**src/rtl/l1_cache.sv**
```systemverilog
// l1_cache: direct-mapped, write-through, no-write-allocate L1 data cache.
// A hit read completes in the same cycle. A miss or any store goes out to
// backing memory over a req/ack handshake, and DONE then pulses ready once.
// Optional macro L1_CACHE_STATS_EN adds the hit_count / miss_count outputs.
//
// Handshakes:
//  - Requester side: the request (address, input_data, should_write) is
//    sampled in IDLE. ready=1 marks completion in that cycle. The requester
//    presents its next request on the cycle after ready=1.
//  - Memory side: mem_req/mem_we/mem_addr/mem_wdata are held stable from the
//    cycle after the request until the cycle mem_ack is seen high.
//    mem_ack is a one-cycle pulse, and it is ignored while mem_req=0.
module l1_cache #(
  parameter int NUM_LINES  = 4,
  parameter int WORD_WIDTH = 32
) (
  input  logic                  clock,
  input  logic                  reset,
  input  logic [31:0]           address,
  input  logic [WORD_WIDTH-1:0] input_data,
  input  logic                  should_write,
  output logic [WORD_WIDTH-1:0] output_data,
  output logic                  ready,
  output logic                  mem_req,
  output logic                  mem_we,
  output logic [31:0]           mem_addr,
  output logic [WORD_WIDTH-1:0] mem_wdata,
  input  logic [WORD_WIDTH-1:0] mem_rdata,
  input  logic                  mem_ack
`ifdef L1_CACHE_STATS_EN
  ,
  output logic [31:0]           hit_count,
  output logic [31:0]           miss_count
`endif
);

  localparam int IDX_W = $clog2(NUM_LINES);
  localparam int TAG_W = 32 - IDX_W - 2;

  typedef enum logic [1:0] {
    S_IDLE  = 2'd0,
    S_FETCH = 2'd1,
    S_WRITE = 2'd2,
    S_DONE  = 2'd3
  } state_t;

  state_t                r_state;
  state_t                w_next_state;

  logic [NUM_LINES-1:0]  r_valid;
  logic [TAG_W-1:0]      r_tag  [NUM_LINES];
  logic [WORD_WIDTH-1:0] r_data [NUM_LINES];

  logic [31:0]           r_addr;
  logic [WORD_WIDTH-1:0] r_wdata;
  logic [WORD_WIDTH-1:0] r_result;
  logic                  r_is_write;

  logic [IDX_W-1:0]      w_idx;
  logic [TAG_W-1:0]      w_tag;
  logic                  w_hit;
  logic                  w_read_hit;
  logic [IDX_W-1:0]      w_l_idx;
  logic [TAG_W-1:0]      w_l_tag;
  logic                  w_l_hit;
  logic                  w_fetch_ack;
  logic                  w_write_ack;

  // Lookup for the live request (used in IDLE) and for the latched one.
  assign w_idx       = address[IDX_W+1:2];
  assign w_tag       = address[31:IDX_W+2];
  assign w_hit       = r_valid[w_idx] && (r_tag[w_idx] == w_tag);
  assign w_read_hit  = (r_state == S_IDLE) && !should_write && w_hit;

  assign w_l_idx     = r_addr[IDX_W+1:2];
  assign w_l_tag     = r_addr[31:IDX_W+2];
  assign w_l_hit     = r_valid[w_l_idx] && (r_tag[w_l_idx] == w_l_tag);

  assign w_fetch_ack = (r_state == S_FETCH) && mem_ack;
  assign w_write_ack = (r_state == S_WRITE) && mem_ack;

  // The memory-side outputs come straight from the state and the latched
  // request, so they go to zero at the moment reset is asserted.
  assign mem_req   = (r_state == S_FETCH) || (r_state == S_WRITE);
  assign mem_we    = (r_state == S_WRITE);
  assign mem_addr  = r_addr;
  assign mem_wdata = r_wdata;

  // State register.
  always_ff @(posedge clock or negedge reset) begin
    if (!reset) r_state <= S_IDLE;
    else        r_state <= w_next_state;
  end

  // Next-state logic and the requester-side outputs.
  always_comb begin
    w_next_state = r_state;
    ready        = 1'b0;
    output_data  = '0;
    case (r_state)
      S_IDLE: begin
        if (should_write) begin
          w_next_state = S_WRITE;
        end else if (w_hit) begin
          ready       = 1'b1;
          output_data = r_data[w_idx];
        end else begin
          w_next_state = S_FETCH;
        end
      end
      S_FETCH: if (mem_ack) w_next_state = S_DONE;
      S_WRITE: if (mem_ack) w_next_state = S_DONE;
      S_DONE: begin
        ready        = 1'b1;
        output_data  = r_is_write ? '0 : r_result;
        w_next_state = S_IDLE;
      end
      default: w_next_state = S_IDLE;
    endcase
  end

  // Latch the request in IDLE, then set valid and capture read data on a fill.
  always_ff @(posedge clock or negedge reset) begin
    if (!reset) begin
      r_valid    <= '0;
      r_addr     <= '0;
      r_wdata    <= '0;
      r_result   <= '0;
      r_is_write <= 1'b0;
    end else begin
      if (r_state == S_IDLE) begin
        if (should_write) begin
          r_addr     <= address;
          r_wdata    <= input_data;
          r_is_write <= 1'b1;
        end else if (!w_hit) begin
          r_addr     <= address;
          r_is_write <= 1'b0;
        end
      end
      if (w_fetch_ack) begin
        r_valid[w_l_idx] <= 1'b1;
        r_result         <= mem_rdata;
      end
    end
  end

  // Tag and data arrays are not reset: a line is only used once its valid bit is set.
  always_ff @(posedge clock) begin
    if (w_fetch_ack) begin
      r_data[w_l_idx] <= mem_rdata;
      r_tag[w_l_idx]  <= w_l_tag;
    end else if (w_write_ack && w_l_hit) begin
      r_data[w_l_idx] <= r_wdata;
    end
  end

`ifdef L1_CACHE_STATS_EN
  // Count read hits in IDLE and misses that start a fill. Stores are not counted.
  always_ff @(posedge clock or negedge reset) begin
    if (!reset) begin
      hit_count  <= '0;
      miss_count <= '0;
    end else begin
      if (w_read_hit) hit_count <= hit_count + 32'd1;
      if ((r_state == S_IDLE) && (w_next_state == S_FETCH)) miss_count <= miss_count + 32'd1;
    end
  end
`endif

endmodule

```
**config.mk**
```make
export PLATFORM = sky130hd
export DESIGN_NAME = l1_cache
export DESIGN_NICKNAME = d
export VERILOG_FILES = /design/src/rtl/l1_cache.sv
export SDC_FILE = /design/constraint.sdc
export NUM_CORES = 1
export LEC_CHECK = 0
export CAP_MARGIN = 30
export CORE_ASPECT_RATIO = 0.9
export CORE_MARGIN = 10
export CORE_UTILIZATION = 65
export DETAILED_ROUTE_END_ITERATION = 10
export DONT_BUFFER_PORTS = 1
export HOLD_SLACK_MARGIN = 0.08
export PLACE_DENSITY_LB_ADDON = 0.3
export SLEW_MARGIN = 10
export SYNTH_ARGS = -nofsm -noshare
export SYNTH_HDL_FRONTEND = slang
export SYNTH_SLANG_ARGS = --single-unit
export TNS_END_PERCENT = 30
```
**constraint.sdc**
```tcl
create_clock -name clock -period 8.6 [get_ports clock]
set_clock_uncertainty 0.2 [all_clocks]
set_input_delay 1.72 -clock clock [delete_from_list [all_inputs] [get_ports clock]]
set_output_delay 1.72 -clock clock [all_outputs]
set_load 0.02 [all_outputs]
```
== Word level (Yosys, flattened, before mapping) ==
Memories as Yosys holds them, arrays and structs flattened.
Cells that the tools add are included.

* Register bits: 103
* Memory bits (writable): 240
* Input bits: 100
* Output and inout port bits: 99
* Word-level logic and storage cells: 60
* Memories: 2

* $lt $le $gt $ge: 3
* Equal/unequal tests: 8
* Mux-type cells: 27
* Bitwise gates (word level): 2
* Reduce and logical (&&, ||, !) cells: 12

{| class="wikitable"
|+ Memory list
! memory !! words !! bits a word !! read ports !! clocked after memory_dff !! write ports !! RTL line !! source
|-
| r_data || 4 || 32 || 1 || 0 || 1 || 52 || <nowiki>logic [WORD_WIDTH-1:0] r_data [NUM_LINES];</nowiki>
|-
| r_tag || 4 || 28 || 2 || 0 || 1 || 51 || <nowiki>logic [TAG_W-1:0] r_tag [NUM_LINES];</nowiki>
|}

{| class="wikitable"
|+ Operators by type and width
! operator !! number
|-
| $mux 32 || 6
|-
| $pmux 32 s2 || 1
|-
| $eq 28x28->1 || 2
|-
| $mux 1 || 12
|-
| $logic_and 1x1->1 || 6
|-
| $lt 2x3->1 const B || 2
|-
| $mux 2 || 3
|-
| $pmux 2 s3 || 1
|-
| $reduce_and 2->1 || 3
|-
| $bmux 1 s2 || 2
|-
| $eq 2x2->1 const B || 2
|-
| $or 4x4->4 || 1
|-
| $ne 3x3->1 const B || 1
|-
| $demux 1 s2 || 1
|-
| $eq 2x1->1 const B || 1
|-
| $ge 2x1->1 const B || 1
|-
| $logic_not 2->1 || 1
|-
| $ne 2x1->1 const B || 1
|-
| $ne 2x2->1 const B || 1
|-
| $pmux 1 s2 || 1
|-
| $reduce_or 2->1 || 1
|-
| $logic_or 1x1->1 || 1
|-
| $or 1x1->1 || 1
|}

== Depth between registers and ports, before layout ==
* Word-level depth: 8
* Gate-level depth with buffers: 11
* Gate-level depth less buffers: 9

== Worst setup path after synthesis ==
Ideal clock, no wire load.

* Path type: in2out
* From: input port address[2]
* To: output port ready
* Data arrival time: 3,942 ps
* Required time: 6,680 ps
* Path slack: 2,738 ps
* Cell stages on the path: 8
* Path buffers: 1
* Cell sequence: mux4_1 -> xnor2_1 -> nand2_1 -> or3b_1 -> nor4_2 -> nand4_2 -> buf_6 -> a21oi_1

* Word-level cells in the longest chain between the ends: 6
* Elaborated cells on any way between the ends: 8
* Classes of those cells: eq/ne: 1; mux: 5; reduce/logical: 1; memory: 1

{| class="wikitable"
|+ Ends and longest elaborated chain
! what !! RTL line !! source
|-
| from (decl) || 19 || <nowiki>input logic [31:0] address,</nowiki>
|-
| $mem_v2 4x28 / $bmux 1 s2 (equally long branches) || -- ||
|-
| $eq 28x28->1 / $mux 1 (equally long branches) || 72 || <nowiki>assign w_hit = r_valid[w_idx] && (r_tag[w_idx] == w_tag);</nowiki>
|-
| $logic_and 1x1->1 (*) || 72 ||
|-
| $mux 1 (*) || 104 || <nowiki>end else if (w_hit) begin</nowiki>
|-
| $mux 1 (*) || 102 || <nowiki>if (should_write) begin</nowiki>
|-
| $pmux 1 s2 (*) || 100 || <nowiki>case (r_state)</nowiki>
|-
| to (decl) || 23 || <nowiki>output logic ready,</nowiki>
|}

Mark *: on every way between the ends. The rest lies on a longest branch, timed or not. The select of a mux whose other input is x is not followed.

== Worst setup path in the final report ==
* From: input port address[2]
* To: output port output_data[16]

* Word-level cells in the longest chain between the ends: 6
* Elaborated cells on any way between the ends: 9
* Classes of those cells: eq/ne: 1; mux: 5; reduce/logical: 1; memory: 2

{| class="wikitable"
|+ Ends and longest elaborated chain
! what !! RTL line !! source
|-
| $mem_v2 4x28 / $bmux 1 s2 (equally long branches) || -- ||
|-
| $eq 28x28->1 / $mux 1 (equally long branches) || 72 ||
|-
| $logic_and 1x1->1 || 72 ||
|-
| $mux 32 (*) || 104 ||
|-
| $mux 32 (*) || 102 ||
|-
| $pmux 32 s2 (*) || 100 ||
|-
| to (decl) || 22 || <nowiki>output logic [WORD_WIDTH-1:0] output_data,</nowiki>
|}

Marks and branches as above.

==> reports/metrics.csv <==
metric,value,unit
sequential share of power,0.482,
Final #Nets,1098,
outcome,completed,
switching share of power,0.352,
Worst Path Arrival,4.63,ns
min setup slack post-route,2.05,ns
hold path endpoint,r_result[17],
wire length per cell,28.3,um
Starting Density,0.661,
Max Cap Viol,0,
sequential area share after synthesis,0.610,
Root Buffer,clkbuf_16,
Sw Pwr,2.06,mW
worst reg2reg setup slack,3.85,ns
worst r2r src,mem_addr[2],
n_diodes,0,
Core ar.,24300,um^2
DRC viols,0,
Synth-to-Final Area Change,8.50,%
Post-synth EDFFs,240,
drt initial violations,1152,
DP HPWL,25.1,mm
Hold WC Path Type,register to register,
final hold vios,0,
Post-CTS Setup Repair Bufs,0,
GRT Resource Usage Total,0.239,
Worst setup SP type,input pin,
Ports,199,
Fin Setup TNS,0,ns
grt total ovfl,0,
die width,186,um
via/cell ratio,6.81,
Die Y,169,um
DP Worst Slack,2.11,ns
die area,31400,um^2
cell-internal power,3.79,mW
final core utilization,0.717,
clock transition at the registers of the reported paths,0.06,ns
syn_nets,1094,
CTS buffer count,35,
clk buf depth,3,
Clock Sinks,343,
cells after synthesis,990,
Final period util,0.762,
routed wire length,37.6,mm
ys flop type,edfxtp_1,
antenna-violating nets left,0,
crit-path max FO,67,
drt first pass iters,6,
Max Fclk,0.153,GHz
setup violators final,0,
CP cell instances,"mux4_1, xnor2_1, nand2_1, or3b_1, nor4_2, nand4_2, buf_4, o21ai_0",
first-pass GRT wire length,56.9,mm
vias in the first global route,9230,
fillcell total,1505,
FP Rows,54,
Via Count,9048,
Slew @ Worst Pin,0.942,ns
worst skew pair latency,0.52,ns
CP Data Required Time,6.68,ns
VDD IR max,0.280,mV
PortBufs,0,
TritonCTS clock tree,built,
syn avg cell area,16.2,um^2
critical path class,input pin to primary output,
Clk pwr share,0.244,
Comb pwr share,0.274,
Critical R2R Capture,r_data[2][28],
Slowest cell on crit path,o21ai_0,
maximum number of pins on one net before global-route repair,104,
H-Tree Level Count,2,
Max stage delay on crit path,0.63,ns
Tmin final,6.55,ns
mapped cell area,16000,um^2
Hold Crit Depth,1,
RSZ-0062 raised after global routing,false,
PwrDens,336,nW/um^2
R2R cell count,8,
Placer Congestion,0.943,
CP endpoint kind,primary output,
share of layout cells above drive strength 1,0.292,
#FFs+latches synth,343,
Yosys Warn Count,0,
relative slew slack,0.372,
"Async S/R FF share, synth",0.300,
HP Start,r_result[17],
CTS resizes,0,
initial antenna violation count,0,
Yosys cell types,64,
hold buffer count at cts,0,
"Slew Viols, Final",0,
P_leak,6.31,nW
[critical path: cells and delay by family]
family | cells | cell delay, ns
AO/OA/AOI/OAI | 1 | 0.63
XOR/XNOR | 1 | 0.33
buffers and inverters | 1 | 0.31
multiplexers | 1 | 0.55
AND/OR/NAND/NOR | 4 | 1.04
[cell families after synthesis]
| kind of cell | after synthesis | synth area share |
|---|---|---|
| adders and majority gates | 4 | 0.00312 |
| muxes | 248 | 0.228 |
| DFF | 343 | 0.610 |
| buffers and inverters | 66 | 0.0263 |
| xor gates and xnor gates | 34 | 0.0186 |
| and+or+nand+nor | 180 | 0.0599 |
| AOI/OAI and AO/OA | 115 | 0.0538 |
[routing by layer]
metal  vias up  share of wire  global-route usage
met3        83           0.11              0.0664
met1      4598           0.41               0.335
met2       481           0.45               0.355
met5         -              0                   0
met4         0          0.029              0.0764
li1       3886              -                   -
[synthesized netlist by cell type, types with 8 or more instances]
master,instances,area (um^2)
edfxtp_1,240,7210
dfrtp_1,103,2580
mux2_2,73,822
mux2_4,58,871
mux2i_1,56,561
nand2_1,56,210
mux4_2,53,1190
nand2b_1,39,244
xnor2_1,32,280
nor2_1,24,90.1
o21ai_2,20,175
buf_6,19,214
o21ai_0,17,85.1
clkbuf_1,16,60.1
inv_1,16,60.1
nand4_1,14,87.6
nor3_1,10,50.1
a21oi_1,9,45.0
o21ai_1,9,45.0
mux4_1,8,210
[flip-flops by register name, indices dropped and copies added (netlist names)]
| name | count |
|---|---|
| mem_wdata | 32 |
| mem_addr | 32 |
| r_tag | 112 |
| r_state | 2 |
| r_result | 32 |
| r_data | 128 |
| r_valid | 4 |
| r_is_write | 1 |
[power groups by stage]
stage / combinational (mW) / clock [mW] / sequential, mW
final: 1.60 / 1.43 / 2.82
after global routing: 1.71 / 1.50 / 2.88
after CTS: 1.59 / 1.44 / 2.82
after detailed placement: 1.59 / 0 / 2.85
after global placement: 1.55 / 0 / 2.83
after floorplan: 1.29 / 0 / 2.68
[metrics by stage]
step	std cells	hold slack, ns	power, mW	cell area, um^2
final	1329	0.308	5.84	17400
after global routing	1329	0.317	6.09	17400
after CTS	1328	0.306	5.86	17400
after detailed placement	1264	0.293	4.44	16300
after global placement	1261	0.289	4.39	16200
after floorplan	990	0.256	3.97	16000
[layout by cell type (no fill, tap or decap), types with 6 or more instances in the layout]
cell	n
mux2i_1	56
mux4_1	8
inv_1	16
mux2_4	58
nand4_1	14
a21oi_1	9
buf_4	13
o21ai_2	20
clkinv_2	6
nor3_1	7
xnor2_1	32
o21ai_1	9
nand3_1	6
nand2b_1	39
nor2_1	18
dfrtp_1	102
mux4_2	53
mux2_2	73
nand2_1	54
clkbuf_1	11
o22ai_1	7
edfxtp_1	240
clkbuf_16	36
o21ai_0	17
[how the worst max path moves through the flow]
stage | start | end | slack (ns)
floorplan | address[2] | ready | 2.74
global placement | address[2] | output_data[16] | 2.14
detailed placement | address[2] | output_data[16] | 2.11
CTS | address[2] | output_data[16] | 2.10
global route | address[2] | output_data[16] | 1.97
finish | address[2] | output_data[16] | 2.05
[final cells by class]
type	count	area (um^2)	share of cell area
clock buffers	50	983	0.0565
clock inverters	14	95.1	0.00547
inverters	16	60.1	0.00345
multi-input cells	581	5890	0.339
flip-flops and latches	343	9790	0.562
well taps	308	385	0.0222
repair buffers	17	193	0.0111
(Power assumes the default switching activity.)
